File: config.mk
export PLATFORM = sky130hd
export DESIGN_NAME = des_sbox_sequencer
export DESIGN_NICKNAME = d
export VERILOG_FILES = /design/src/rtl/des_pkg.sv /design/src/rtl/des_sbox_lookup.sv /design/src/rtl/des_sbox_sequencer.sv
export SDC_FILE = /design/constraint.sdc
export NUM_CORES = 1
export LEC_CHECK = 0
export CORE_MARGIN = 8
export CORE_UTILIZATION = 50
export CTS_CLUSTER_SIZE = 20
export DETAILED_ROUTE_END_ITERATION = 10
export PLACE_DENSITY = 0.73
export SKIP_LAST_GASP = 1
export SLEW_MARGIN = 10
export SYNTH_ARGS = -nofsm -noshare
export SYNTH_HDL_FRONTEND = slang
export SYNTH_SLANG_ARGS = --single-unit
File: constraint.sdc
create_clock -name clk -period 7.98 [get_ports clk]
set_input_delay 0.798 -clock clk [delete_from_list [all_inputs] [get_ports clk]]
set_output_delay 0.798 -clock clk [all_outputs]
set_load 0.02 [all_outputs]
File: src/rtl/des_pkg.sv
// Shared DES substitution definitions: sequencer state encoding, S1-S8 tables
// and the group/nibble geometry used by the S-box sequencer and its lookups.
package des_pkg;

   typedef enum logic [1:0] {
      ST_IDLE = 2'd0,
      ST_RUN  = 2'd1,
      ST_DONE = 2'd2
   } state_t;

   localparam int GROUP_W   = 6;
   localparam int NIBBLE_W  = 4;
   localparam int GROUP_CNT = 8;

   // Each 64-bit literal is one table row, column 0 in the top nibble.
   localparam logic [1:8][0:3][0:15][3:0] SBOX_TABLE = {
      64'hE4D12FB83A6C5907, 64'h0F74E2D1A6CB9538, 64'h41E8D62BFC973A50, 64'hFC8249175B3EA06D,
      64'hF18E6B34972DC05A, 64'h3D47F28EC01A69B5, 64'h0E7BA4D158C6932F, 64'hD8A13F42B67C05E9,
      64'hA09E63F51DC7B428, 64'hD709346A285ECBF1, 64'hD6498F30B12C5AE7, 64'h1AD069874FE3B52C,
      64'h7DE3069A1285BC4F, 64'hD8B56F03472C1AE9, 64'hA690CB7DF13E5284, 64'h3F06A1D8945BC72E,
      64'h2C417AB6853FD0E9, 64'hEB2C47D150FA3986, 64'h421BAD78F9C5630E, 64'hB8C71E2D6F09A453,
      64'hC1AF92680D34E75B, 64'hAF427C9561DE0B38, 64'h9EF528C3704A1DB6, 64'h432C95FABE17608D,
      64'h4B2EF08D3C975A61, 64'hD0B7491AE35C2F86, 64'h14BDC37EAF680592, 64'h6BD814A7950FE23C,
      64'hD2846FB1A93E50C7, 64'h1FD8A374C56B0E92, 64'h7B419CE206ADF358, 64'h21E74A8DFC90356B
   };

endpackage

File: src/rtl/des_sbox_lookup.sv
// Combinational single S-box lookup: i_table 0..7 selects S1..S8, row from the
// outer group bits, column from the inner four.
module des_sbox_lookup
   import des_pkg::*;
(
   input  logic [2:0] i_table,
   input  logic [1:6] i_group,
   output logic [1:4] o_nibble
);

   logic [1:0] w_row;
   logic [3:0] w_col;
   logic [3:0] w_sel;

   assign w_row    = {i_group[1], i_group[6]};
   assign w_col    = i_group[2:5];
   assign w_sel    = {1'b0, i_table} + 4'd1;
   assign o_nibble = SBOX_TABLE[w_sel][w_row][w_col];

endmodule

File: src/rtl/des_sbox_sequencer.sv
// Time-multiplexed DES substitution: steps eight 6-bit groups through
// SBOX_PER_CYCLE shared lookups and hands the 32-bit result downstream.
module des_sbox_sequencer
   import des_pkg::*;
#(
   parameter int SBOX_PER_CYCLE = 1
)
(
   input  logic        clk,
   input  logic        rst_n,
   input  logic        in_valid,
   output logic        in_ready,
   input  logic [1:48] in_data,
   input  logic        abort,
   output logic        out_valid,
   input  logic        out_ready,
   output logic [1:32] out_data,
   output logic        busy,
   output state_t      dbg_state
);

   // Handshakes: a word transfers on a rising edge where valid and ready are
   // both high; valid never waits on ready, and out_data is held while
   // out_valid is high and out_ready is low.

   localparam int         STEPS    = GROUP_CNT / SBOX_PER_CYCLE;
   localparam int         SHIFT_W  = GROUP_W * SBOX_PER_CYCLE;
   localparam int         RES_W    = NIBBLE_W * SBOX_PER_CYCLE;
   localparam logic [2:0] LAST_CNT = 3'(STEPS - 1);

   if (SBOX_PER_CYCLE != 1 && SBOX_PER_CYCLE != 2 &&
       SBOX_PER_CYCLE != 4 && SBOX_PER_CYCLE != 8) begin : g_bad_param
      $error("des_sbox_sequencer: SBOX_PER_CYCLE must be 1, 2, 4 or 8");
   end

   state_t           r_state;
   state_t           w_next;
   logic [1:48]      r_shift;
   logic [1:32]      r_acc;
   logic [2:0]       r_cnt;
   logic             r_out_valid;
   logic [RES_W-1:0] w_res;
   logic             w_accept;
   logic             w_step;

   // Instance j handles the j-th group of this step; earlier groups land nearer bit 1.
   for (genvar j = 0; j < SBOX_PER_CYCLE; j++) begin : g_lookup
      logic [2:0] w_tbl;
      assign w_tbl = 3'(int'(r_cnt) * SBOX_PER_CYCLE + j);
      des_sbox_lookup u_lookup (
         .i_table  (w_tbl),
         .i_group  (r_shift[1 + GROUP_W*j +: GROUP_W]),
         .o_nibble (w_res[RES_W - 1 - NIBBLE_W*j -: NIBBLE_W])
      );
   end

   always_comb begin
      w_next   = r_state;
      w_accept = 1'b0;
      w_step   = 1'b0;
      case (r_state)
         ST_IDLE: begin
            if (!abort && in_valid) begin
               w_next   = ST_RUN;
               w_accept = 1'b1;
            end
         end
         ST_RUN: begin
            if (abort) begin
               w_next = ST_IDLE;
            end else begin
               w_step = 1'b1;
               if (r_cnt == LAST_CNT) w_next = ST_DONE;
            end
         end
         ST_DONE: begin
            if (abort || out_ready) w_next = ST_IDLE;
         end
         default: w_next = ST_IDLE;
      endcase
   end

   always_ff @(posedge clk or negedge rst_n) begin
      if (!rst_n) begin
         r_state     <= ST_IDLE;
         r_shift     <= '0;
         r_acc       <= '0;
         r_cnt       <= '0;
         r_out_valid <= 1'b0;
      end else begin
         r_state     <= w_next;
         r_out_valid <= (w_next == ST_DONE);
         if (w_accept) begin
            r_shift <= in_data;
            r_acc   <= '0;
            r_cnt   <= '0;
         end else if (w_step) begin
            r_shift <= r_shift << SHIFT_W;
            r_acc   <= (r_acc << RES_W) | 32'(w_res);
            r_cnt   <= r_cnt + 3'd1;
         end
      end
   end

   assign in_ready  = (r_state == ST_IDLE);
   assign busy      = (r_state != ST_IDLE);
   assign out_valid = r_out_valid;
   assign out_data  = r_acc;
   assign dbg_state = r_state;

endmodule

==> flow_metrics.env <==
export IMPL_status="finished, final reports clean"
export IMPL_worstPathRequired_ns=8.21
export IMPL_syn_cell_area_sq_mm=0.007068
export IMPL_coreArea_sq_mm=0.01383
export IMPL_globalRouteMet2Util_pct=42.49
export IMPL_crit_path_cell_trace="buf_4 -> clkinv_1 -> ha_1 -> nor2_1 -> a2111oi_0 -> o311ai_0 -> o211ai_1 -> o31a_1 -> a211o_1"
export IMPL_cts_root_buf="clkbuf_16"
export IMPL_pre_cts_ws_ns=3.629
export IMPL_diodes=0
export IMPL_hpwl_um=18010
export IMPL_holdCritPathClass="input pin to asynchronous set/reset pin"
export IMPL_r2r_start="r_cnt[0]"
export IMPL_cp_max_fo=43
export IMPL_cts_clk_slew_worst_paths_ns=0.07
export IMPL_max_freq_mhz=217.8
export IMPL_cts_buffers=9
export IMPL_use_met3_pct=7.467
export IMPL_ys_ff_latch=86
export IMPL_rr_endpoint="out_data[29]"
export IMPL_fin_util_pct=58.98
export IMPL_grt_pass1_wl_um=41910
export IMPL_cts_tree="done"
export IMPL_power_mw=2.340
export IMPL_fin_ws_ns=3.389
export IMPL_cp_start_kind="flop"
export IMPL_io_buffers=89
export IMPL_relSlewSlack_pct=19.24
export IMPL_antenna_found_initial=0
export IMPL_fin_nets=965
export IMPL_vias_per_cell=7.008
export IMPL_arrival_ns=4.82
export IMPL_synth_seq_area_share_pct=30.45
export IMPL_worst_pin_slew_ns=1.181
export IMPL_postRouteWirelength_um=27430
export IMPL_grt_max_degree=101
export IMPL_insertion_delay_ns=0.35
export IMPL_busiest_layer="met2"
export IMPL_gp_congestion=1.081
export IMPL_finalSetupTns_ns=0
export IMPL_fin_crit_ns=4.591
export IMPL_rows=43
export IMPL_synth_edf_count=0
export IMPL_r2r_cells=9
export IMPL_cap_violations=0
export IMPL_start_util_pct=51.12
export IMPL_slowest_delay_ns=0.89
export IMPL_io_pins=90
export IMPL_worstSetupEndpointType="flop"
export IMPL_overflow=0
export IMPL_peakVddDrop_mv=0.1689
export IMPL_clock_skew_ns=0.01013
export IMPL_num_vias=7562
export IMPL_syn_avg_cell_area_sq_um=8.041
export IMPL_yosysWarnings=0
export IMPL_synthesis_nets=950
export IMPL_die_x_um=134.9
export IMPL_slew_violations=0
export IMPL_synthArstFlopShare_pct=100.0
export IMPL_die_h_um=134.9
export IMPL_grt_usage_pct=29.59
export IMPL_area_growth_syn_to_layout_pct=15.38
export IMPL_cts_buffer_depth=2
export IMPL_dieArea_sq_mm=0.01820
export IMPL_dpl_cell_count=1063
export IMPL_ctsResizeCount=0
export IMPL_critPathTopFamily="compound AO/OA/AOI/OAI gates"
export IMPL_drt_iter0_drc=1430
export IMPL_postCtsHoldBufs=0
export IMPL_cts_setup_buffers=0
export IMPL_synth_cell_types=79
export IMPL_critPathKind="flop to flop"
export IMPL_cts_sinks=86
export IMPL_rsz0062_at_grt="false"
export IMPL_synthCells=879
export IMPL_use_met1_pct=39.72
export IMPL_drt_wirelength_per_cell_um=25.42
export IMPL_ant_nets=0
export IMPL_period_share_pct=57.53
export IMPL_finalSetupViolCount=0
export IMPL_p_leak_nw=3.195
export IMPL_power_density_mw_per_mm2=286.9
export IMPL_hold_violations=0
export IMPL_slowest_stage="o311ai_0"
export IMPL_final_cells=1079
export IMPL_r2r_slack_ns=3.39
export IMPL_drt_pass1_iterations=7
export IMPL_synthFlopType="dfrtp_1"
export IMPL_layout_drive_gt1_share_pct=6.897
export IMPL_cts_htree_levels=3
export IMPL_drc=0
export IMPL_grt_pass1_vias=7041
export IMPL_crit_buf_inv=2
-- state kept, by name, indices dropped and copies added, names as in the netlist --
name,count
r_shift,48
out_data,32
r_cnt,3
dbg_state,2
out_valid,1
-- area by class of cell --
cell class              count  area (sq um)
clock inverters             6         75.07
repair buffers            102         985.9
well taps                 180         225.2
fillers                  1250          5672
flip-flops and latches     86          2157
multi-input cells         683          4428
clock buffers              10         239.0
inverters                  12         45.04
-- layout by cell type, fill, tap and decap left out, drive strengths merged, types with 5 or more instances in the layout --
cell type / synthesis / routed
nand2: 122 / 122
o21ai: 97 / 97
clkdlybuf4s50: 0 / 88
dfrtp: 86 / 86
a21oi: 66 / 66
nor2: 48 / 48
mux2i: 41 / 41
a22o: 29 / 29
o211ai: 22 / 22
a31oi: 20 / 20
nand2b: 17 / 17
nand3: 15 / 15
a211oi: 14 / 14
ha: 14 / 14
buf: 58 / 14
o311ai: 14 / 14
nor3: 13 / 13
inv: 10 / 13
nor2b: 11 / 11
clkbuf: 40 / 10
o221ai: 8 / 8
a22oi: 7 / 7
a311oi: 7 / 7
nor3b: 7 / 7
nor4: 6 / 6
nand4: 6 / 6
o31ai: 6 / 6
a221oi: 6 / 6
a21boi: 5 / 5
a2111oi: 5 / 5
and3: 5 / 5
-- cells by family (layout without fill, tap and decap cells) --
group	Yosys count	count (layout)	synth area share, %
compound gates	356	356	34.71
simple gates	262	262	17.12
buf+inv	110	130	7.081
flops	86	86	30.45
mux	44	44	6.656
fa+ha+maj	18	18	3.611
xor+xnor	3	3	0.3718
-- stage by stage --
step | area, sq um | hold slack (ns)
global route | 8155 | 0.2961
finish | 8155 | 0.2884
CTS | 8155 | 0.2872
floorplan | 7068 | 0.4452
detailed placement | 7841 | 0.4702
global placement | 7841 | 0.4651
-- Yosys cell counts (all sizes together) (4+ instances only) --
library cell    n  area, sq um
dfrtp          86         2152
nor2           48        180.2
o2bb2ai         4        35.03
a311oi          7        61.31
a311o           4        40.04
inv            10        37.53
buf            58        305.3
nor2b          11        71.32
o211ai         22        165.2
nor3b           7        57.55
a21oi          66        330.3
a22oi           7        52.55
fa              4        80.08
o311ai         14        122.6
clkbuf         40        150.1
o41ai           4        53.81
nand2b         17        106.4
a2111oi         5        50.04
mux2i          41        410.4
a211oi         14        105.1
nand2         122        457.9
o31ai           6        45.04
ha             14        175.2
a21boi          5        37.54
nor3           13        65.06
o21ai          97        489.2
and3            5        32.53
nor4            6        37.54
o22ai           4        25.02
or2             4        25.02
nand4           6        37.54
a22o           29        254.0
nand3          15        75.07
o221ai          8        70.07
a31oi          20        137.6
a221oi          6        65.06
-- worst max-delay path by stage --
| stage | from | end | slack [ns] | cells after the start |
|---|---|---|---|---|
| 2_1_floorplan | r_cnt[0] | out_data[32] | 4.66 | 12 |
| 4_1_cts | r_cnt[0] | out_data[31] | 3.62 | 10 |
| 6_report | r_cnt[0] | out_data[29] | 3.39 | 9 |
| 3_5_place_dp | r_cnt[0] | out_data[31] | 3.63 | 10 |
| 5_1_grt | r_cnt[0] | out_data[30] | 3.30 | 10 |
| 3_3_place_gp | r_cnt[0] | out_data[31] | 3.80 | 10 |
-- report_power, final --
part / leakage, nW / switching (mW) / internal, mW
combinational: 1.92 / 0.830 / 0.440
sequential: 1.12 / 0.104 / 0.525
clock: 0.152 / 0.185 / 0.256
total: 3.19 / 1.12 / 1.22
-- layer usage --
metal	routed length, um	share of wire, %
met5	0	0
met4	1657	6.0
met3	3409	12
met2	11700	43
met1	10660	39
Power figures use the tool's default switching activity.
==> RTL change (same settings) <==
Register the output `dbg_state` once more; this adds one clock of latency there. The other outputs are not delayed to match.
--- a/src/rtl/des_sbox_sequencer.sv
+++ b/src/rtl/des_sbox_sequencer.sv
@@ -107,5 +107,7 @@
    assign out_valid = r_out_valid;
    assign out_data  = r_acc;
-   assign dbg_state = r_state;
+   always_ff @(posedge clk) begin
+      dbg_state <= r_state;
+   end
 
 endmodule
Check against the original RTL: not equivalent (a bounded check fails within 4 cycles, from zero or initial values and one cycle with rst_n low).
==> RTL change against the original RTL <==
Die area hardly changed. Wire length is 6.6% higher. Setup slack better by 0.24 ns. Synthesized area hardly changed. Critical endpoint is now out_data[30]. Critical path type unchanged. Power is 0.84% higher. Global-route usage is 2.2 points higher. Sequential share of layout area is 0.45 points higher. Cell count is 0.93% higher. Clock skew is 0.0011 ns lower. Largest power group unchanged. Sequential cell count is 2 higher. Cell area is 0.15% higher. Via count is 1.3% higher.
==> RTL change: results (changes against the original RTL) <==
The length of routed met2 wiring is 12.34 mm (+5.4%), and the post-route clock skew is 0.008995 ns (-0.001130 ns). The tools report the initial detailed-routing violation count as 1423 (-0.49%). The count of different cell masters after synthesis is 76 (-3.8%). The routed via count is 7660 (+1.3%), and the count of nets after finishing is 976 (+1.1%).

For the placed wire-length estimate after detailed placement, the log shows 19.86 mm (+10%). The routability-driven placement congestion ratio was 1.040 (-3.8%). The origin of the critical flop-to-flop path was r_cnt[2]. The detailed-routing iteration count for the pre-antenna-repair pass came out at 6 (-1). The number of vias per cell after detailed routing was 7.034 (+0.37%); the data arrival time of the critical path was 4.58 ns (-0.24 ns).

The delay contributed by the slowest stage of the critical path is 0.97 ns (+0.08 ns), and the proportion of register bits with asynchronous set or reset after synthesis is 0.9773 (-0.02273). The logs give 1239 (-0.88%) for the number of fill cells and 0.3103 (+0.005830) for the sequential fraction of the synthesis area. The standard cell with the maximum stage delay on the critical path was sky130_fd_sc_hd__dfrtp_1. The pin count of the biggest net entering global routing is 100 (-0.99%), and the actual slew at the worst max-slew pin is 0.9632 ns (-0.2177 ns).

The register-to-register setup slack is 3.63 ns (+0.24 ns), and the post-detailed-route wirelength per cell is 26.84 µm (+5.6%). The endpoint identified for the worst register-to-register timing path is out_data[30]. The tools report the worst ir drop on vdd as 0.0001512 V (-10%). By area the synthesized netlist is led by sky130_fd_sc_hd__dfrtp_1 30%, sky130_fd_sc_hd__o21ai_0 6.3%, sky130_fd_sc_hd__nand2_1 5.6%, sky130_fd_sc_hd__mux2i_1 5.5%, sky130_fd_sc_hd__a21oi_1 4.6%. The via count of the first global-routing pass was 7243 (+2.9%); the leakage component of the power was 3.178 nW (-0.53%).

The first-pass GRT wire length was 44.27 mm (+5.6%); the total track usage was 0.3176 (+0.02170). The fraction of final layout cells with drive strength greater than 1 works out to 0.06271 (-0.006259). The post-synthesis net count is 957 (+0.74%).

The flow ran to the end, and the final reports show no timing, DRC or antenna violations. The commonest cells after synthesis are 106 x sky130_fd_sc_hd__nand2_1, 89 x sky130_fd_sc_hd__o21ai_0, 86 x sky130_fd_sc_hd__dfrtp_1, 65 x sky130_fd_sc_hd__a21oi_1, 64 x sky130_fd_sc_hd__nor2_1. The largest fanout on the critical path is 29 (-33%), and the total cell area at the placement stage is 7853 µm² (+0.14%). The run gives 0.4023 ns (+0.1139 ns) as the final hold slack.
-- RTL change: cell types whose count changed after synthesis, moves of 5 or more --
cell                       before  now
sky130_fd_sc_hd__nor3b_1        6    1
sky130_fd_sc_hd__nand2b_1      17   10
sky130_fd_sc_hd__o21ai_1        0   13
sky130_fd_sc_hd__buf_1         12    6
sky130_fd_sc_hd__nand3_1       15   22
sky130_fd_sc_hd__o211ai_1      22   13
sky130_fd_sc_hd__nor2_1        48   64
sky130_fd_sc_hd__o21ai_0       96   89
sky130_fd_sc_hd__nand2_1      122  106
sky130_fd_sc_hd__nor3_1        13   21
-- RTL change: where the power goes --
group / total, mW / switching [mW] / leakage, nW / internal [mW]
Sequential: 0.626 / 0.0918 / 1.14 / 0.535
Combinational: 1.28 / 0.854 / 1.89 / 0.426
Clock: 0.453 / 0.178 / 0.152 / 0.274
Total: 2.36 / 1.12 / 3.18 / 1.23
-- RTL change: layout make-up --
class / count / area [µm²] / share of cell area
Multi-Input combinational cell: 687 / 4369 / 0.5349
Sequential cell: 88 / 2197 / 0.2690
Timing Repair Buffer: 105 / 1008 / 0.1235
Clock buffer: 9 / 225.2 / 0.02757
Tap cell: 180 / 225.2 / 0.02757
Clock inverter: 6 / 90.09 / 0.01103
Inverter: 14 / 52.55 / 0.006434
-- RTL change: routing by layer --
layer  up-vias  track usage
met5         -            0
li1       3330            -
met3       148       0.1007
met1      3552       0.4157
met4         0       0.1978
met2       630       0.4437
-- RTL change: cells by family (layout without fill, tap and decap cells) --
logic type / after synthesis / count (layout) / share of synthesized area
compound gates: 345 / 345 / 0.3255
simple gates: 276 / 276 / 0.1835
buf+inv: 111 / 134 / 0.07315
flops: 88 / 88 / 0.3103
mux: 44 / 44 / 0.06642
fa+ha+maj: 18 / 18 / 0.03613
xor+xnor: 4 / 4 / 0.004960
